### config.mk
export PLATFORM = sky130hd
export DESIGN_NAME = glitc_debug_mux_n_flat
export DESIGN_NICKNAME = d
export VERILOG_FILES = /design/src/rtl/glitc_debug_mux_n_if.sv /design/src/rtl/glitc_debug_mux_n.sv /design/src/flat_wrapper.sv
export SDC_FILE = /design/constraint.sdc
export NUM_CORES = 1
export LEC_CHECK = 0
export BUFFER_PORTS_ARGS = -buffer_cell sky130_fd_sc_hd__buf_4
export CORE_AREA = 8 8 252 254
export DETAILED_ROUTE_END_ITERATION = 10
export DIE_AREA = 0 0 260 262
export PLACE_DENSITY = 0.46
export SYNTH_ARGS = -nofsm -noshare
export SYNTH_HDL_FRONTEND = slang
export SYNTH_SLANG_ARGS = --single-unit
export TNS_END_PERCENT = 50
### constraint.sdc
create_clock -name clk_i -period 3.2 [get_ports clk_i]
set_input_delay 0.32 -clock clk_i [delete_from_list [all_inputs] [get_ports clk_i]]
set_output_delay 0.32 -clock clk_i [all_outputs]
set_load 0.1 [all_outputs]
### src/rtl/glitc_debug_mux_n_if.sv
// Debug selector bundle: channel buses, select write, freeze, selected word and status.
// Inputs are sampled on the debug clock; the outputs are registered and have no backpressure.
interface glitc_debug_mux_n_if #(
   parameter int WIDTH = 71,
   parameter int NCH   = 8,
   parameter int SELW  = 3,
   parameter int CNTW  = 16
);
   logic [SELW-1:0]      sel_i;
   logic                 sel_wr_i;
   logic [NCH*WIDTH-1:0] debug_i;
   logic                 freeze_i;
   logic [WIDTH-1:0]     debug_o;
   logic                 valid_o;
   logic [SELW-1:0]      sel_o;
   logic                 busy_o;
   logic                 sel_err_o;
   logic [CNTW-1:0]      count_o;

   modport master (
      output sel_i, sel_wr_i, debug_i, freeze_i,
      input  debug_o, valid_o, sel_o, busy_o, sel_err_o, count_o
   );

   modport slave (
      input  sel_i, sel_wr_i, debug_i, freeze_i,
      output debug_o, valid_o, sel_o, busy_o, sel_err_o, count_o
   );
endinterface

### src/rtl/glitc_debug_mux_n.sv
// Registered NCH:1 debug-bus selector with post-switch blanking, freeze and a per-selection word count.
// 1-cycle input-to-output latency once running; no backpressure, freeze_i only holds the output.
module glitc_debug_mux_n #(
   parameter int WIDTH = 71,
   parameter int NCH   = 8,
   parameter int SELW  = 3,
   parameter int BLANK = 4,
   parameter int CNTW  = 16
) (
   input logic                clk_i,
   input logic                rst_i,
   glitc_debug_mux_n_if.slave dbg
);
   localparam int NSLOT = 1 << SELW;
   localparam int BW    = (BLANK > 0) ? $clog2(BLANK + 1) : 1;

   localparam logic [BW-1:0]   BLANK_INIT   = BW'(BLANK);
   localparam logic [BW-1:0]   BLANK_RELOAD = (BLANK > 0) ? BW'(BLANK - 1) : '0;
   localparam logic [SELW:0]   NCH_LIM      = NCH[SELW:0];
   localparam logic [CNTW-1:0] CNT_ONE      = CNTW'(1);

   if (NCH < 2 || NCH > 16 || NSLOT < NCH || BLANK < 0 || CNTW < 1) begin : g_param_check
      $error("glitc_debug_mux_n: invalid parameter set");
   end

   typedef enum logic [1:0] {
      ST_RUN,
      ST_SWITCH,
      ST_FROZEN
   } state_t;

   // Unpopulated select codes read as zero so the array index is always in range.
   logic [WIDTH-1:0] chan [NSLOT];

   for (genvar c = 0; c < NSLOT; c++) begin : g_chan
      if (c < NCH) begin : g_live
         assign chan[c] = dbg.debug_i[c*WIDTH +: WIDTH];
      end else begin : g_pad
         assign chan[c] = '0;
      end
   end

   state_t          state;
   logic [BW-1:0]   blank_cnt;
   logic [WIDTH-1:0] debug_q;
   logic            valid_q;
   logic [SELW-1:0] sel_q;
   logic            busy_q;
   logic            err_q;
   logic [CNTW-1:0] cnt_q;

   logic             sel_ok;
   logic             wr_ok;
   logic [WIDTH-1:0] req_word;
   logic [WIDTH-1:0] cur_word;

   assign sel_ok   = ({1'b0, dbg.sel_i} < NCH_LIM);
   assign wr_ok    = dbg.sel_wr_i && sel_ok;
   assign req_word = chan[dbg.sel_i];
   assign cur_word = chan[sel_q];

   // Reset parks in SWITCH with a full count, so release behaves like a write of channel 0.
   always_ff @(posedge clk_i or posedge rst_i) begin
      if (rst_i) begin
         state     <= ST_SWITCH;
         blank_cnt <= BLANK_INIT;
         debug_q   <= '0;
         valid_q   <= 1'b0;
         sel_q     <= '0;
         busy_q    <= (BLANK > 0);
         err_q     <= 1'b0;
         cnt_q     <= '0;
      end else begin
         if (dbg.sel_wr_i && !sel_ok) begin
            err_q <= 1'b1;
         end

         if (wr_ok) begin
            sel_q <= dbg.sel_i;
            err_q <= 1'b0;
            if (BLANK == 0) begin
               debug_q <= req_word;
               valid_q <= 1'b1;
               busy_q  <= 1'b0;
               cnt_q   <= CNT_ONE;
               state   <= ST_RUN;
            end else begin
               debug_q   <= '0;
               valid_q   <= 1'b0;
               busy_q    <= 1'b1;
               cnt_q     <= '0;
               blank_cnt <= BLANK_RELOAD;
               state     <= ST_SWITCH;
            end
         end else begin
            case (state)
               // First word after blanking always loads, whatever freeze_i says.
               ST_SWITCH: begin
                  if (blank_cnt == '0) begin
                     debug_q <= cur_word;
                     valid_q <= 1'b1;
                     busy_q  <= 1'b0;
                     cnt_q   <= CNT_ONE;
                     state   <= ST_RUN;
                  end else begin
                     blank_cnt <= blank_cnt - BW'(1);
                  end
               end
               ST_RUN: begin
                  if (dbg.freeze_i) begin
                     state <= ST_FROZEN;
                  end else begin
                     debug_q <= cur_word;
                     cnt_q   <= cnt_q + CNT_ONE;
                  end
               end
               ST_FROZEN: begin
                  if (!dbg.freeze_i) begin
                     debug_q <= cur_word;
                     cnt_q   <= cnt_q + CNT_ONE;
                     state   <= ST_RUN;
                  end
               end
               default: begin
                  state     <= ST_SWITCH;
                  blank_cnt <= BLANK_INIT;
                  debug_q   <= '0;
                  valid_q   <= 1'b0;
                  busy_q    <= (BLANK > 0);
                  cnt_q     <= '0;
               end
            endcase
         end
      end
   end

   assign dbg.debug_o   = debug_q;
   assign dbg.valid_o   = valid_q;
   assign dbg.sel_o     = sel_q;
   assign dbg.busy_o    = busy_q;
   assign dbg.sel_err_o = err_q;
   assign dbg.count_o   = cnt_q;
endmodule

### src/flat_wrapper.sv
// flat-port wrapper written by rule: the top's interface ports become plain ports
module glitc_debug_mux_n_flat 
#(
   parameter int WIDTH = 71,
   parameter int NCH   = 8,
   parameter int SELW  = 3,
   parameter int BLANK = 4,
   parameter int CNTW  = 16
)
  (clk_i, rst_i, dbg_sel_i, dbg_sel_wr_i, dbg_debug_i, dbg_freeze_i, dbg_debug_o, dbg_valid_o, dbg_sel_o, dbg_busy_o, dbg_sel_err_o, dbg_count_o);
  glitc_debug_mux_n_if #(.WIDTH(WIDTH), .NCH(NCH), .SELW(SELW), .CNTW(CNTW)) dbg_i ();
  input logic clk_i;
  input logic rst_i;
  input wire logic [$bits(dbg_i.sel_i)-1:0] dbg_sel_i;
  input wire logic [$bits(dbg_i.sel_wr_i)-1:0] dbg_sel_wr_i;
  input wire logic [$bits(dbg_i.debug_i)-1:0] dbg_debug_i;
  input wire logic [$bits(dbg_i.freeze_i)-1:0] dbg_freeze_i;
  output wire logic [$bits(dbg_i.debug_o)-1:0] dbg_debug_o;
  output wire logic [$bits(dbg_i.valid_o)-1:0] dbg_valid_o;
  output wire logic [$bits(dbg_i.sel_o)-1:0] dbg_sel_o;
  output wire logic [$bits(dbg_i.busy_o)-1:0] dbg_busy_o;
  output wire logic [$bits(dbg_i.sel_err_o)-1:0] dbg_sel_err_o;
  output wire logic [$bits(dbg_i.count_o)-1:0] dbg_count_o;
  assign dbg_i.sel_i = dbg_sel_i;
  assign dbg_i.sel_wr_i = dbg_sel_wr_i;
  assign dbg_i.debug_i = dbg_debug_i;
  assign dbg_i.freeze_i = dbg_freeze_i;
  assign dbg_debug_o = dbg_i.debug_o;
  assign dbg_valid_o = dbg_i.valid_o;
  assign dbg_sel_o = dbg_i.sel_o;
  assign dbg_busy_o = dbg_i.busy_o;
  assign dbg_sel_err_o = dbg_i.sel_err_o;
  assign dbg_count_o = dbg_i.count_o;
  glitc_debug_mux_n #(.WIDTH(WIDTH), .NCH(NCH), .SELW(SELW), .BLANK(BLANK), .CNTW(CNTW)) u_core (.clk_i(clk_i), .rst_i(rst_i), .dbg(dbg_i));
endmodule
; ---- Word-level counts from Yosys, hierarchy flattened
; Index checks and enable logic that the tools add are counted.
[totals]
regBits = 97
latch_bits = 0
ramBits = 0
mem_bits_ro = 0
input_bits = 575
elab_cells = 51
memories = 0
[op_classes]
addsub = 2
mul = 0
div = 0
magnitude_cmp = 1
eq_ne = 8
shift = 0
mux = 25
bitwise = 1
n_reduce_logical = 7
[ops]
columns = op, count
row1 = $mux W71, 5
row2 = $bmux W71 S3, 1
row3 = $pmux W71 S2, 1
row4 = $mux W16, 3
row5 = $pmux W16 S2, 1
row6 = $add A16 B1 Y16 const B, 1
row7 = $ne A3 B3 Y1 const B, 4
row8 = $mux W2, 4
row9 = $mux W3, 2
row10 = $pmux W2 S3, 1
row11 = $pmux W3 S2, 1
row12 = $reduce_and A2 Y1, 3
row13 = $ge A4 B4 Y1 const B, 1
row14 = $mux W1, 4
row15 = $not A3 Y4, 1
row16 = $pmux W1 S2, 2
row17 = $logic_not A3 Y1, 1
row18 = $ne A3 B2 Y1 const B, 1
row19 = $reduce_and A3 Y1, 1
row20 = $sub A3 B1 Y3 const B, 1
row21 = $eq A2 B1 Y1 const B, 1
row22 = $eq A2 B2 Y1 const B, 1
row23 = $logic_not A2 Y1, 1
row24 = $ne A2 B1 Y1 const B, 1
row25 = $reduce_or A2 Y1, 1

; ---- Longest topological paths before layout
[depth]
depth_word = 7
depth_mapped = 8

; ---- Worst setup path before layout
; Ideal clock, no wire load.
[synth_timing]
path_kind = register to register
startpoint = reg u_core.sel_q[0] (netlist: u_core.dbg.sel_o[0])
endpoint = reg u_core.debug_q[0] (netlist: u_core.dbg.debug_o[0])
setup_ns = 0.122
arrival_ns = 2.215
path_slack_ns = 0.863
stages_incl_launch_ff = 8
synth_period_minus_slack_ns = 2.337
path_cell_list = dfrtp_1 buf_6 buf_12 buf_12 mux4_2 nor2_1 a221oi_1 a22o_1
[synth_via]
elab_chain_cells = 7
[synth_rtl]
columns = element, line
row1 = start: declaration, glitc_debug_mux_n.sv:47  ; logic [SELW-1:0] sel_q;
row2 = start signal: assignment, glitc_debug_mux_n.sv:79  ; sel_q <= dbg.sel_i;
row3 = $not A3 Y4 (implied by the code) (*), glitc_debug_mux_n.sv:60  ; assign cur_word = chan[sel_q];
row4 = $bmux W71 S3 (*), glitc_debug_mux_n.sv:60
row5 = $mux W71 (implied by the code) (*) (2 in series), glitc_debug_mux_n.sv:60
row6 = "$mux W71, on equally long branches", "glitc_debug_mux_n.sv:110, glitc_debug_mux_n.sv:118, glitc_debug_mux_n.sv:99"
row7 = $pmux W71 S2 (*), glitc_debug_mux_n.sv:96  ; case (state)
row8 = $mux W71 (*), glitc_debug_mux_n.sv:78  ; if (wr_ok) begin
row9 = end signal: assignment, glitc_debug_mux_n.sv:82  ; debug_q <= req_word;
row10 = end signal: assignment, glitc_debug_mux_n.sv:113  ; debug_q <= cur_word;
row11 = end signal: assignment, glitc_debug_mux_n.sv:119  ; debug_q <= cur_word;
row12 = end: declaration, glitc_debug_mux_n.sv:45  ; logic [WIDTH-1:0] debug_q;
; Every way passes the cells marked *; elsewhere a longest branch is shown, timed or not. The select of a mux whose other input is x is not followed.
; A chain may end at the register's enable or synchronous reset.

; ---- Final worst setup path
[layout_timing]
startpoint = reg u_core.sel_q[0] (netlist: u_core.dbg.sel_o[0])
endpoint = reg u_core.debug_q[60] (netlist: u_core.dbg.debug_o[60])
; Same word-level chain as after synthesis.

==> out/metrics.yaml <==
syn-num-nets: 1286
root_buffer: "clkbuf_16"
start_util_pct: 13.6
final_area_um2: 14200
crit_slowest_cell: "dfrtp_4"
clkTransAtPathRegs_ns: 0.08
drc: 0
drive_above_1_share_pct: 59.3
drtIter0Drc: 362
antenna_left: 0
placed_cell_area_um2: 13900
clkPwrFrac_pct: 18.7
cts_tree: "yes"
p_int_w: 0.00344
seq_power_share_pct: 23.9
synth_cell_types: 40
grt_overflow_total: 0
rsz0062_at_grt: "no"
maxSlewHeadroom_pct: 50.4
worst_pin_slew_ns: 0.744
coreArea_um2: 59600
worstPathRequired_ns: 3.47
power_switching_w: 0.00326
syn_area_um2: 8100
dp_hpwl_um: 39000
crit_path_cell_trace: "buf_4 -> mux4_2 -> nor2_1 -> a221oi_1 -> a22o_1"
portBuffers: 666
clockBufferDepth: 2
die-area_um2: 68100
final_hold_viol_count: 0
fin_util_pct: 23.9
avgSynthCellArea_um2: 11.4
worstSkewPairLatency_ns: 0.39
htree_levels: 3
area_delta_synth_final_pct: 75.7
final_cells: 2121
wire_per_inst_um: 22.5
antenna_found_initial: 3
dieHeight_um: 262
worstHoldPathType: "in2async"
synth_top_area_share_pct: 29.0
wl_um: 47700
setup_ws_ns: 0.812
fin_crit_ns: 2.39
cp_slowest_stage_delay_ns: 0.81
routabilityCongestion: 0.860
fin_nets: 1909
grt_pass1_vias: 10100
placed_cells: 2102
fillCellCount: 6418
end_kind: "flop"
critPathArrivalTime_ns: 2.65
clock_sinks: 97
synthFlopType: "dfrtp_1"
async_reset_ff_share_pct: 100
rows: 90
setup_viol: 0
cts_resized: 0
die_w_um: 260
pin_count: 668
grt_pass1_wl_um: 66800
tns_ns: 0
critical_path_peak_fanout: 25
grt_max_degree: 72
synth_edf_count: 0
timing.fmax_mhz: 419
critPathKind: "reg2reg"
leakagePower_nw: 6.87
register_area_um2: 2440
yosys_warnings: 0
startpoint: "u_core.dbg.sel_o[0]$_DFFE_PP0P_"
groute.usage.overall_pct: 13.2
yosys-top-cells-area: "dfrtp_1, mux4_2, mux2i_1"
ys_top_cells_by_count: "mux2i_1, dfrtp_1, nor2_1"
ir_worst_vdd_mv: 0.257
cts_setup_buffers: 0
yosysSeqAreaShare_pct: 30.0
powerDensity_nw_per_um2: 471
synth_seq_cells: 97
via_count: 8992
swShare_pct: 48.6
start_kind: "flop"
drv_cap: 0
holdBufCountCts: 0
cts_buffers: 9
dpl_worst_slack_ns: 0.775
synth_top_area_cell: "dfrtp_1"
dr.pass1.iters: 4
fin_crit_sh_pct: 74.6
finClkSkew_ns: 0.0121
p_comb_share_pct: 57.3
r2r_start: "u_core.dbg.sel_o[0]$_DFFE_PP0P_"
synth.most_common_cell: "mux2i_1"
multi_input_area_um2: 5200
report.final.slew_viol_count: 0
outcome: "finished, final reports clean"
synthCells: 708
routed_via_density: 4.24
==> routing by layer <==
metal  vias up  global-route usage, %  share of wire (%)
li1       4099                      -                  -
met1      4426                   15.4                 40
met2       420                   22.2                 49
met3        47                   4.69                8.3
met4         0                   4.33                2.2
met5         -                      0                  0
==> final timing paths <==
path,to,slack [ns],cells after the start
max in group asynchronous,u_core.state[0]$_DFFE_PP1P_,2.39,3
min in group clk_i,u_core.dbg.sel_o[2]$_DFFE_PP0P_,0.16,2
min reg2reg,u_core.blank_cnt[2]$_DFFE_PP1P_,0.50,2
max reg2reg,u_core.dbg.debug_o[60]$_DFFE_PP0P_,0.81,5
max,u_core.dbg.debug_o[60]$_DFFE_PP0P_,0.81,5
min,u_core.dbg.sel_o[1]$_DFFE_PP0P_,0.02,2
==> kinds of logic after synthesis <==
kind of cell               Yosys count  synth area share (%)
buffers and inverters               84                  6.12
and+or+nand+nor                    122                  6.35
DFF                                 97                  30.0
adders and majority gates            3                 0.463
other                                1                0.0463
xor gates and xnor gates            11                  1.19
muxes                              218                  38.0
AOI/OAI and AO/OA                  172                  17.9
==> sequential cells by signal (all words and copies together), names as in the netlist <==
register / count
u_core.dbg.debug_o: 71
u_core.state: 2
u_core.blank_cnt: 3
u_core.dbg.sel_o: 3
u_core.dbg.busy_o: 1
u_core.dbg.count_o: 16
u_core.dbg.valid_o: 1
==> critical path, delay by kind of cell, from the launching register on <==
kind | cells | cell delay, ns
AOI/OAI and AO/OA | 2 | 0.29
buffers and inverters | 1 | 0.44
muxes | 1 | 0.56
DFF | 1 | 0.81
and+or+nand+nor | 1 | 0.15
==> layout make-up <==
cell class / count / share of cell area, %
multi-input combinational: 527 / 36.5
timing repair buffer: 689 / 36.9
inverter: 7 / 0.202
antenna: 3 / 0.0527
clock inverter: 7 / 0.677
tap: 782 / 6.87
sequential: 97 / 17.2
clock buffer: 9 / 1.58
==> power by group through the flow <==
stage | sequential (W) | combinational (W) | clock, W
floorplan | 0.00291 | 0.00126 | 0
global placement | 0.00163 | 0.00387 | 0
detailed placement | 0.00162 | 0.00388 | 0
CTS | 0.00161 | 0.00388 | 0.00133
global route | 0.00164 | 0.00403 | 0.00137
finish | 0.00160 | 0.00384 | 0.00126
==> stage by stage <==
step	total power (W)	hold slack (ns)
5_1_grt	0.00704	0.0397
3_5_place_dp	0.00551	0.470
2_1_floorplan	0.00417	0.459
3_3_place_gp	0.00550	0.469
6_report	0.00670	0.0154
4_1_cts	0.00682	0.0274
==> placed cells by master (no fill, tap or decap), types with 7 or more instances in the layout <==
| cell type | count |
|---|---|
| buf_4 | 682 |
| mux4_2 | 71 |
| a221oi_1 | 72 |
| xor2_1 | 11 |
| mux2i_1 | 143 |
| o21ai_0 | 10 |
| dfrtp_1 | 91 |
| buf_12 | 7 |
| nor2_1 | 92 |
| a22o_1 | 71 |
| clkbuf_16 | 9 |
No activity file was read; power rests on OpenSTA's default activity.
